**src/rtl/cu_command_arbiter_pkg.sv**
```systemverilog
// Shared types for the CU command arbiter: FSM states, buffer line
// and status bundles, and the round-robin search helper.
package cu_command_arbiter_pkg;

  localparam int unsigned MAX_REQ  = 8;
  localparam int unsigned MAX_ID_W = 3;

  typedef enum logic [1:0] {
    IDLE      = 2'd0,
    ARBITRATE = 2'd1,
    STALL     = 2'd2
  } ArbState;

  typedef struct packed {
    logic        valid;
    logic [3:0]  opcode;
    logic [7:0]  tag;
    logic [31:0] address;
  } CommandBufferLine;

  typedef struct packed {
    logic [7:0] level;
    logic       full;
    logic       alfull;
    logic       empty;
  } BufferStatus;

  typedef struct packed {
    logic                found;
    logic [MAX_ID_W-1:0] idx;
  } RrSel;

  // Walk the rotated request vector from the pointer, wrapping at n.
  function automatic RrSel rr_select(
    input logic [MAX_REQ-1:0]  requests,
    input logic [MAX_ID_W-1:0] pointer,
    input int unsigned         n
  );
    RrSel        sel;
    int unsigned pos;
    sel = '0;
    for (int unsigned i = 0; i < MAX_REQ; i++) begin
      pos = 32'(pointer) + i;
      if (pos >= n) pos = pos - n;
      if (!sel.found && i < n &&
          requests[pos[MAX_ID_W-1:0]]) begin
        sel.found = 1'b1;
        sel.idx   = pos[MAX_ID_W-1:0];
      end
    end
    return sel;
  endfunction

endpackage

```
**src/rtl/cu_round_robin_priority.sv**
```systemverilog
// Combinational round-robin priority picker; also used by the
// response-side arbiters.
module cu_round_robin_priority
  import cu_command_arbiter_pkg::*;
#(
  parameter  int unsigned N = 4,
  localparam int unsigned W = $clog2(N)
) (
  input  logic [N-1:0] i_requests,
  input  logic [W-1:0] i_pointer,
  output logic         o_found,
  output logic [W-1:0] o_idx
);

  RrSel w_sel;
  logic w_unused_idx;

  assign w_sel = rr_select(MAX_REQ'(i_requests),
                           MAX_ID_W'(i_pointer), N);

  assign o_found      = w_sel.found;
  assign o_idx        = w_sel.idx[W-1:0];
  assign w_unused_idx = ^w_sel.idx;

endmodule

```
**src/rtl/cu_command_arbiter.sv**
```systemverilog
// Round-robin arbiter sharing one command buffer between the
// command sources of a compute unit.
module cu_command_arbiter
  import cu_command_arbiter_pkg::*;
#(
  parameter  int unsigned NUM_REQUESTS = 4,
  parameter  int unsigned COUNTER_BITS = 32,
  localparam int unsigned ID_W = $clog2(NUM_REQUESTS)
) (
  input  logic                    clock,
  input  logic                    rst,
  input  logic                    enabled_in,
  input  logic [NUM_REQUESTS-1:0] request_in,
  input  CommandBufferLine        command_in [NUM_REQUESTS],
  input  BufferStatus             command_buffer_status,
  output logic [NUM_REQUESTS-1:0] grant_out,
  output logic [ID_W-1:0]         grant_id_out,
  output CommandBufferLine        command_out,
  output logic [1:0]              arb_state_out,
  output logic [COUNTER_BITS-1:0] issued_count_out,
  output logic [COUNTER_BITS-1:0] stall_count_out
);

  ArbState                 r_state;
  ArbState                 w_next;
  logic [ID_W-1:0]         r_ptr;
  logic [NUM_REQUESTS-1:0] r_grant;
  logic [ID_W-1:0]         r_gid;
  CommandBufferLine        r_cmd;
  logic [COUNTER_BITS-1:0] r_issued;
  logic [COUNTER_BITS-1:0] r_stall;

  logic                    w_alfull;
  logic [NUM_REQUESTS-1:0] w_eligible;
  logic                    w_found;
  logic [ID_W-1:0]         w_win;
  logic [ID_W-1:0]         w_ptr_next;
  logic                    w_grant;
  logic                    w_unused_status;

  assign w_alfull = command_buffer_status.alfull;
  assign w_unused_status = ^{command_buffer_status.level,
                             command_buffer_status.full,
                             command_buffer_status.empty};

  // The last winner still shows its old command, so skip it.
  assign w_eligible = request_in & ~r_grant;

  cu_round_robin_priority #(
    .N (NUM_REQUESTS)
  ) u_rr (
    .i_requests (w_eligible),
    .i_pointer  (r_ptr),
    .o_found    (w_found),
    .o_idx      (w_win)
  );

  assign w_grant = (r_state != IDLE) && enabled_in &&
                   !w_alfull && w_found;

  assign w_ptr_next =
    (w_win == ID_W'(NUM_REQUESTS - 1)) ? '0 : w_win + 1'b1;

  always_comb begin
    w_next = r_state;
    if (!enabled_in) begin
      w_next = IDLE;
    end else begin
      unique case (r_state)
        IDLE:      w_next = ARBITRATE;
        ARBITRATE: if (w_alfull) w_next = STALL;
        STALL:     if (!w_alfull) w_next = ARBITRATE;
        default:   w_next = IDLE;
      endcase
    end
  end

  always_ff @(posedge clock) begin
    if (rst) r_state <= IDLE;
    else     r_state <= w_next;
  end

  always_ff @(posedge clock) begin
    if (rst) begin
      r_ptr    <= '0;
      r_grant  <= '0;
      r_gid    <= '0;
      r_cmd    <= '0;
      r_issued <= '0;
      r_stall  <= '0;
    end else begin
      r_grant <= '0;
      r_cmd   <= '0;
      if (w_grant) begin
        r_grant     <= NUM_REQUESTS'(1) << w_win;
        r_gid       <= w_win;
        r_cmd       <= command_in[w_win];
        r_cmd.valid <= 1'b1;
        r_issued    <= r_issued + 1'b1;
        r_ptr       <= w_ptr_next;
      end
      if (w_next == IDLE) r_ptr <= '0;
      if (r_state == STALL && |request_in)
        r_stall <= r_stall + 1'b1;
    end
  end

  assign grant_out        = r_grant;
  assign grant_id_out     = r_gid;
  assign command_out      = r_cmd;
  assign arb_state_out    = r_state;
  assign issued_count_out = r_issued;
  assign stall_count_out  = r_stall;

endmodule

```
**config.mk**
```make
export PLATFORM = sky130hd
export DESIGN_NAME = cu_command_arbiter
export DESIGN_NICKNAME = d
export VERILOG_FILES = /design/src/rtl/cu_command_arbiter_pkg.sv /design/src/rtl/cu_round_robin_priority.sv /design/src/rtl/cu_command_arbiter.sv
export SDC_FILE = /design/constraint.sdc
export NUM_CORES = 1
export LEC_CHECK = 0
export CELL_PAD_IN_SITES_DETAIL_PLACEMENT = 1
export CELL_PAD_IN_SITES_GLOBAL_PLACEMENT = 2
export CORE_ASPECT_RATIO = 0.5
export CORE_MARGIN = 2
export CORE_UTILIZATION = 23
export CTS_BUF_LIST = sky130_fd_sc_hd__clkbuf_8
export CTS_CLUSTER_SIZE = 28
export DETAILED_ROUTE_END_ITERATION = 16
export MAX_ROUTING_LAYER = met4
export PLACE_DENSITY_LB_ADDON = 0.05
export SYNTH_ARGS = -nofsm -noshare
export SYNTH_HDL_FRONTEND = slang
export SYNTH_SLANG_ARGS = --single-unit
```
**constraint.sdc**
```tcl
create_clock -name clock -period 5.65 [get_ports clock]
set_input_delay 1.4125 -clock clock [delete_from_list [all_inputs] [get_ports clock]]
set_output_delay 1.4125 -clock clock [all_outputs]
set_load 0.03 [all_outputs]
```
==> flow_metrics.env, run 1 <==
export IMPL_antenna_found_initial=6
export IMPL_synth_edf_count=0
export IMPL_dp_cells=1185
export IMPL_synth_ff_type="dfxtp_1"
export IMPL_path_clk_slew_ns=0.08
export IMPL_avgSynthCellArea_sq_um=9.39
export IMPL_ant_nets=0
export IMPL_yosysSeqAreaShare_pct=42.6
export IMPL_slew_viol_final=0
export IMPL_io_pins=315
export IMPL_cap_violations=0
export IMPL_cts_hold_buffers=0
export IMPL_final_common_cell="clkdlybuf4s50_1"
export IMPL_fin_cells=1223
export IMPL_ctsResizeCount=0
export IMPL_cp_max_fo=36
export IMPL_endpoint_kind="flip-flop"
export IMPL_p_comb_share_pct=13.3
export IMPL_nets=1090
export IMPL_fin_total_pwr_mw=1.95
export IMPL_overflow=0
export IMPL_via_per_inst=4.63
export IMPL_rsz0062_at_grt="false"
export IMPL_ir_drop_v=0.000107
export IMPL_gp_congestion=0.772
export IMPL_numPortBuffers=300
export IMPL_post_route_util_pct=39.1
export IMPL_detail_route_first_pass_iterations=4
export IMPL_power_switching_mw=0.487
export IMPL_core_rowCount=40
export IMPL_grt_pass1_vias=5950
export IMPL_grt_pass1_wl_um=34700
export IMPL_max_freq_mhz=261
export IMPL_fin_skew_ns=0.0118
export IMPL_synth_cells=595
export IMPL_yosys_warnings=0
export IMPL_post_cts_buffers=0
export IMPL_period_needed_ns=3.83
export IMPL_die_w_um=224
export IMPL_dieArea_sq_um=25600
export IMPL_remaining_drc_errors=0
export IMPL_fillCellCount=2748
export IMPL_outcome="finished clean"
export IMPL_syn_area_sq_um=5590
export IMPL_clock_path_buffers=2
export IMPL_ys_ff_latch=119
export IMPL_grt_max_degree=68
export IMPL_async_reset_ff_share_pct=0
export IMPL_wirelength_um=22900
export IMPL_crit_required_ns=6.00
export IMPL_clockRootBuffer="clkbuf_8"
export IMPL_timing_hold_ws_ns=0.461
export IMPL_fp_dieH_um=114
export IMPL_routed_top_layer="met4"
export IMPL_core_sq_um=23900
export IMPL_dp_hpwl_um=17800
export IMPL_p_clk_share_pct=43.3
export IMPL_route_met2_wl_um=10700
export IMPL_cts_tree="done"
export IMPL_syn_nets=796
export IMPL_crit_arrival_ns=4.18
export IMPL_h_tree_depth=4
export IMPL_max_slew_worst_pin_slew_ns=1.11
export IMPL_ys_types=46
export IMPL_track_usage_pct=18.7
export IMPL_intPower_mw=1.46
export IMPL_slew_headroom_pct=26.0
export IMPL_syn_to_final_growth_pct=67.2
export IMPL_setup_viol=0
export IMPL_wl_met3_um=1680
export IMPL_vias=5664
export IMPL_sw_frac_of_total_pct=24.9
export IMPL_worstSetupPathType="in -> reg"
export IMPL_wl_met1_um=10100
export IMPL_period_share_pct=67.8
export IMPL_cts_buffers=17
export IMPL_wl_per_cell_um=18.7
export IMPL_synth_top_area_share_pct=42.6
export IMPL_drive_gt1_share_pct=6.87
export IMPL_cp_start_kind="primary input"
export IMPL_p_leak_nw=3.17
export IMPL_pwr_share_seq_pct=43.4
export IMPL_clkSinkCount=119
export IMPL_start_util_pct=23.4
export IMPL_mostFrequentLayoutCells="299 x clkdlybuf4s50_1, 119 x dfxtp_1, 88 x mux2i_1, 56 x nor2_1, 44 x o22ai_1"
export IMPL_hold_violations=0
export IMPL_power_density_nw_per_um2=209
export IMPL_hp_class="reg -> reg"
export IMPL_synthTopCellsByArea="dfxtp_1 43%, mux2i_1 16%, o22ai_1 4.9%"
export IMPL_yosysTopAreaCell="dfxtp_1"
export IMPL_first_iter_violations=211
export IMPL_insertion_delay_ns=0.47
export IMPL_fin_tns_setup_ns=0
state kept, by name (all words and copies together) (netlist names):
name	count
grant_id_out	2
arb_state_out	2
command_out	45
grant_out	4
stall_count_out	32
issued_count_out	32
r_ptr	2
synth_stat cells, types with 2 or more instances:
library cell  number
nor3_1             5
nor2b_1            5
nand2_1           24
clkbuf_1          13
nand4_1           23
a21oi_1           27
or4_1              8
mux2i_1           88
buf_1              2
nand3_1           27
and4_1             3
nand4_2            3
buf_2             19
xor2_1            29
or3_1             10
nor4_2             3
o22ai_1           44
o21ai_0           13
nor2_1            56
ha_1               3
nor4_1             8
o221ai_1           2
o31ai_1            7
nand2b_1           4
or3_2              3
dfxtp_1          119
inv_1             11
xnor2_1           14
and3_1             5
per-stage QoR:
stage                     worst slack [ns]  instance area (sq um)
final                                 1.82                   9340
after global routing                  1.68                   9340
after CTS                             1.85                   9330
after detailed placement              1.32                   8910
after global placement                1.35                   8910
after floorplan                       2.40                   5590
worst max-delay path, cell delays in order:
cell             delay (ns)
clkdlybuf4s50_1        0.46
nor2b_1                0.20
a211oi_1               0.27
o32a_2                 0.91
buf_4                  0.49
mux2i_1                0.29
o22ai_1                0.11
metal layers:
layer / global-route usage, % / vias to the layer above
li1: - / 2778
met1: 21.8 / 2717
met2: 29.8 / 148
met3: 7.34 / 21
met4: 5.70 / 0
met5: - / -
path summary, 6_finish.rpt:
check        cells after the start       startpoint         endpoint  slack [ns]
max                              7    request_in[0]   command_out[1]        1.82
min                              2  grant_id_out[0]  grant_id_out[0]        0.46
max reg2reg                      6     grant_out[2]   command_out[1]        2.91
min reg2reg                      2  grant_id_out[0]  grant_id_out[0]        0.46
power groups by stage:
| stage | Clock (mW) | Sequential (mW) | Combinational [mW] |
|---|---|---|---|
| 2_1_floorplan | 0 | 0.878 | 0.0904 |
| 3_3_place_gp | 0 | 0.866 | 0.259 |
| 3_5_place_dp | 0 | 0.867 | 0.262 |
| 4_1_cts | 0.883 | 0.847 | 0.262 |
| 5_1_grt | 0.925 | 0.848 | 0.277 |
| 6_report | 0.845 | 0.847 | 0.259 |
area by class of cell:
class                   instances  area, sq um  area share [%]
clock buffers                  19          262            2.80
diodes                          6         15.0           0.161
multi-input cells             430         3010            32.2
flip-flops and latches        119         2380            25.5
inverters                      11         41.3           0.442
clock inverters                13          154            1.65
well taps                     315          394            4.22
repair buffers                310         3090            33.0
cell families (layout without fill, tap and decap cells):
kind of cell    Yosys count  after routing  synth area share [%]
mux                      88             88                  15.8
compound gates           96             96                  10.2
fa+ha+maj                 3              3                 0.672
flops                   119            119                  42.6
simple gates            200            200                  20.4
xor+xnor                 43             43                  6.74
buf+inv                  46            353                  3.58
other cells               0              6                     0
Power figures use the tool's default switching activity.
==> run 2, diff against run 1 <==
--- a/config.mk
+++ b/config.mk
@@ -9,7 +9,7 @@
 export CELL_PAD_IN_SITES_GLOBAL_PLACEMENT = 2
 export CORE_ASPECT_RATIO = 0.5
 export CORE_MARGIN = 2
-export CORE_UTILIZATION = 23
+export CORE_UTILIZATION = 20
 export CTS_BUF_LIST = sky130_fd_sc_hd__clkbuf_8
 export CTS_CLUSTER_SIZE = 28
 export DETAILED_ROUTE_END_ITERATION = 16
==> constraint.sdc (replaced) <==
create_clock -name clock -period 3.25 [get_ports clock]
set_input_delay 0.8125 -clock clock [delete_from_list [all_inputs] [get_ports clock]]
set_output_delay 0.8125 -clock clock [all_outputs]
set_load 0.03 [all_outputs]
==> flow_metrics.env, run 2 (synthesis results as in run 1) <==
export IMPL_outcome="finished clean"
export IMPL_reg2reg_depth=7
export IMPL_period_needed_ns=2.80
export IMPL_first_iter_violations=118
export IMPL_rr_startpoint="grant_out[2]"
export IMPL_cts_tree="done"
export IMPL_io_pins=315
export IMPL_vias=5718
export IMPL_grt_pass1_vias=5906
export IMPL_ff2ff_setup_slack_ns=1.04
export IMPL_largest_reg_flops=45
export IMPL_hp_class="reg -> reg"
export IMPL_clock_path_buffers=2
export IMPL_crit_arrival_ns=3.14
export IMPL_grt_pass1_wl_um=35500
export IMPL_path_clk_slew_ns=0.08
export IMPL_period_share_pct=86.1
export IMPL_hold_path_endpoint="grant_id_out[1]"
export IMPL_gp_congestion=0.791
export IMPL_ant_nets=0
export IMPL_crit_chain="clkdlybuf4s50_1 > nor2b_1 > a211oi_1 > o32a_2 > buf_12 > mux2i_1 > buf_4 > o22ai_1"
export IMPL_drive_gt1_share_pct=8.78
export IMPL_cap_violations=0
export IMPL_wirelength_um=24200
export IMPL_remaining_drc_errors=0
export IMPL_ctsResizeCount=0
export IMPL_clockRootBuffer="clkbuf_8"
export IMPL_numPortBuffers=300
export IMPL_regToRegEndpoint="command_out[14]"
export IMPL_grt_max_degree=68
export IMPL_syn_to_final_growth_pct=72.0
export IMPL_cp_max_fo=39
export IMPL_p_leak_nw=3.30
export IMPL_rsz0062_at_grt="false"
export IMPL_cts_hold_buffers=0
export IMPL_place_ws_ns=-0.0212
export IMPL_fp_dieH_um=122
export IMPL_crit_required_ns=3.60
export IMPL_dp_cells=1273
export IMPL_ir_drop_v=0.000235
export IMPL_insertion_delay_ns=0.47
export IMPL_fin_cells=1314
export IMPL_fin_tns_setup_ns=0
export IMPL_cts_buffers=17
export IMPL_dp_hpwl_um=19000
export IMPL_setup_viol=0
export IMPL_timing_hold_ws_ns=0.468
export IMPL_hold_violations=0
export IMPL_core_sq_um=27600
export IMPL_slew_viol_final=0
export IMPL_worstSetupPathType="in -> reg"
export IMPL_track_usage_pct=17.1
export IMPL_post_cts_buffers=0
export IMPL_core_rowCount=43
export IMPL_slowest_delay_ns=0.51
export IMPL_cp_start_kind="primary input"
export IMPL_die_w_um=240
export IMPL_fin_skew_ns=0.0123
export IMPL_min_delay_start="grant_id_out[1]"
export IMPL_finalWorstSetupSlack_ns=0.451
export IMPL_via_per_inst=4.35
export IMPL_slew_headroom_pct=48.7
export IMPL_max_slew_worst_pin_slew_ns=0.770
export IMPL_wl_per_cell_um=18.4
export IMPL_antenna_found_initial=10
export IMPL_h_tree_depth=4
export IMPL_max_freq_mhz=357
export IMPL_final_common_cell="clkdlybuf4s50_1"
export IMPL_clkSinkCount=119
export IMPL_mostFrequentLayoutCells="299 x clkdlybuf4s50_1, 119 x dfxtp_1, 88 x mux2i_1, 56 x nor2_1, 44 x o22ai_1"
export IMPL_nets=1111
export IMPL_endpoint_kind="flip-flop"
export IMPL_fillCellCount=3194
export IMPL_power_density_nw_per_um2=342
export IMPL_start_util_pct=20.2
export IMPL_post_route_util_pct=34.8
export IMPL_overflow=0
export IMPL_min_path_cells=2
export IMPL_detail_route_first_pass_iterations=7
export IMPL_critPathSlowestCell="clkdlybuf4s50_1"
export IMPL_dieArea_sq_um=29400
run 2: metal layers:
metal  global-route usage, %  wire length, um  vias up
li1                        -                -     2828
met1                    19.3            10600     2710
met2                    26.0            10900      154
met3                    9.22             2280       26
met4                    5.28              484        0
met5                       -                0        -
run 2: worst max path at each step:
stage | slack [ns] | start | end
global route | 0.39 | request_in[0] | command_out[14]
global placement | 0.02 | request_in[0] | command_out[14]
floorplan | 0.60 | request_in[1] | r_ptr[0]
CTS | 0.50 | request_in[0] | command_out[14]
detailed placement | -0.02 | request_in[0] | command_out[14]
finish | 0.45 | request_in[0] | command_out[14]
run 2: layout make-up:
cell class                      count  area (sq um)  share of cell area (%)
Timing Repair Buffer              331          3310                    34.4
Tap cell                          382           478                    4.97
Clock buffer                       19           262                    2.72
Sequential cell                   119          2380                    24.8
Antenna cell                        9          22.5                   0.234
Clock inverter                     13           113                    1.17
Inverter                           11          41.3                   0.430
Multi-Input combinational cell    430          3010                    31.3
run 2: power by group:
| part | leakage, nW | total, mW | switching, mW | internal [mW] |
|---|---|---|---|---|
| logic | 2.13 | 0.471 | 0.172 | 0.299 |
| clock network | 0.211 | 1.35 | 0.646 | 0.702 |
| registers | 0.959 | 1.47 | 0.00489 | 1.47 |
| total | 3.30 | 3.29 | 0.823 | 2.47 |
run 2: worst max-delay path, delay by kind of cell:
| family | cells | cell delay (ns) |
|---|---|---|
| buf+inv | 3 | 0.91 |
| compound gates | 3 | 0.59 |
| mux | 1 | 0.45 |
| simple gates | 1 | 0.33 |
run 2: metrics by stage:
stage          total power [mW]  cell area, sq um
4_1_cts                    3.38              9590
3_3_place_gp               1.97              9220
5_1_grt                    3.47              9610
6_report                   3.29              9610
3_5_place_dp               1.98              9220
2_1_floorplan              1.68              5590
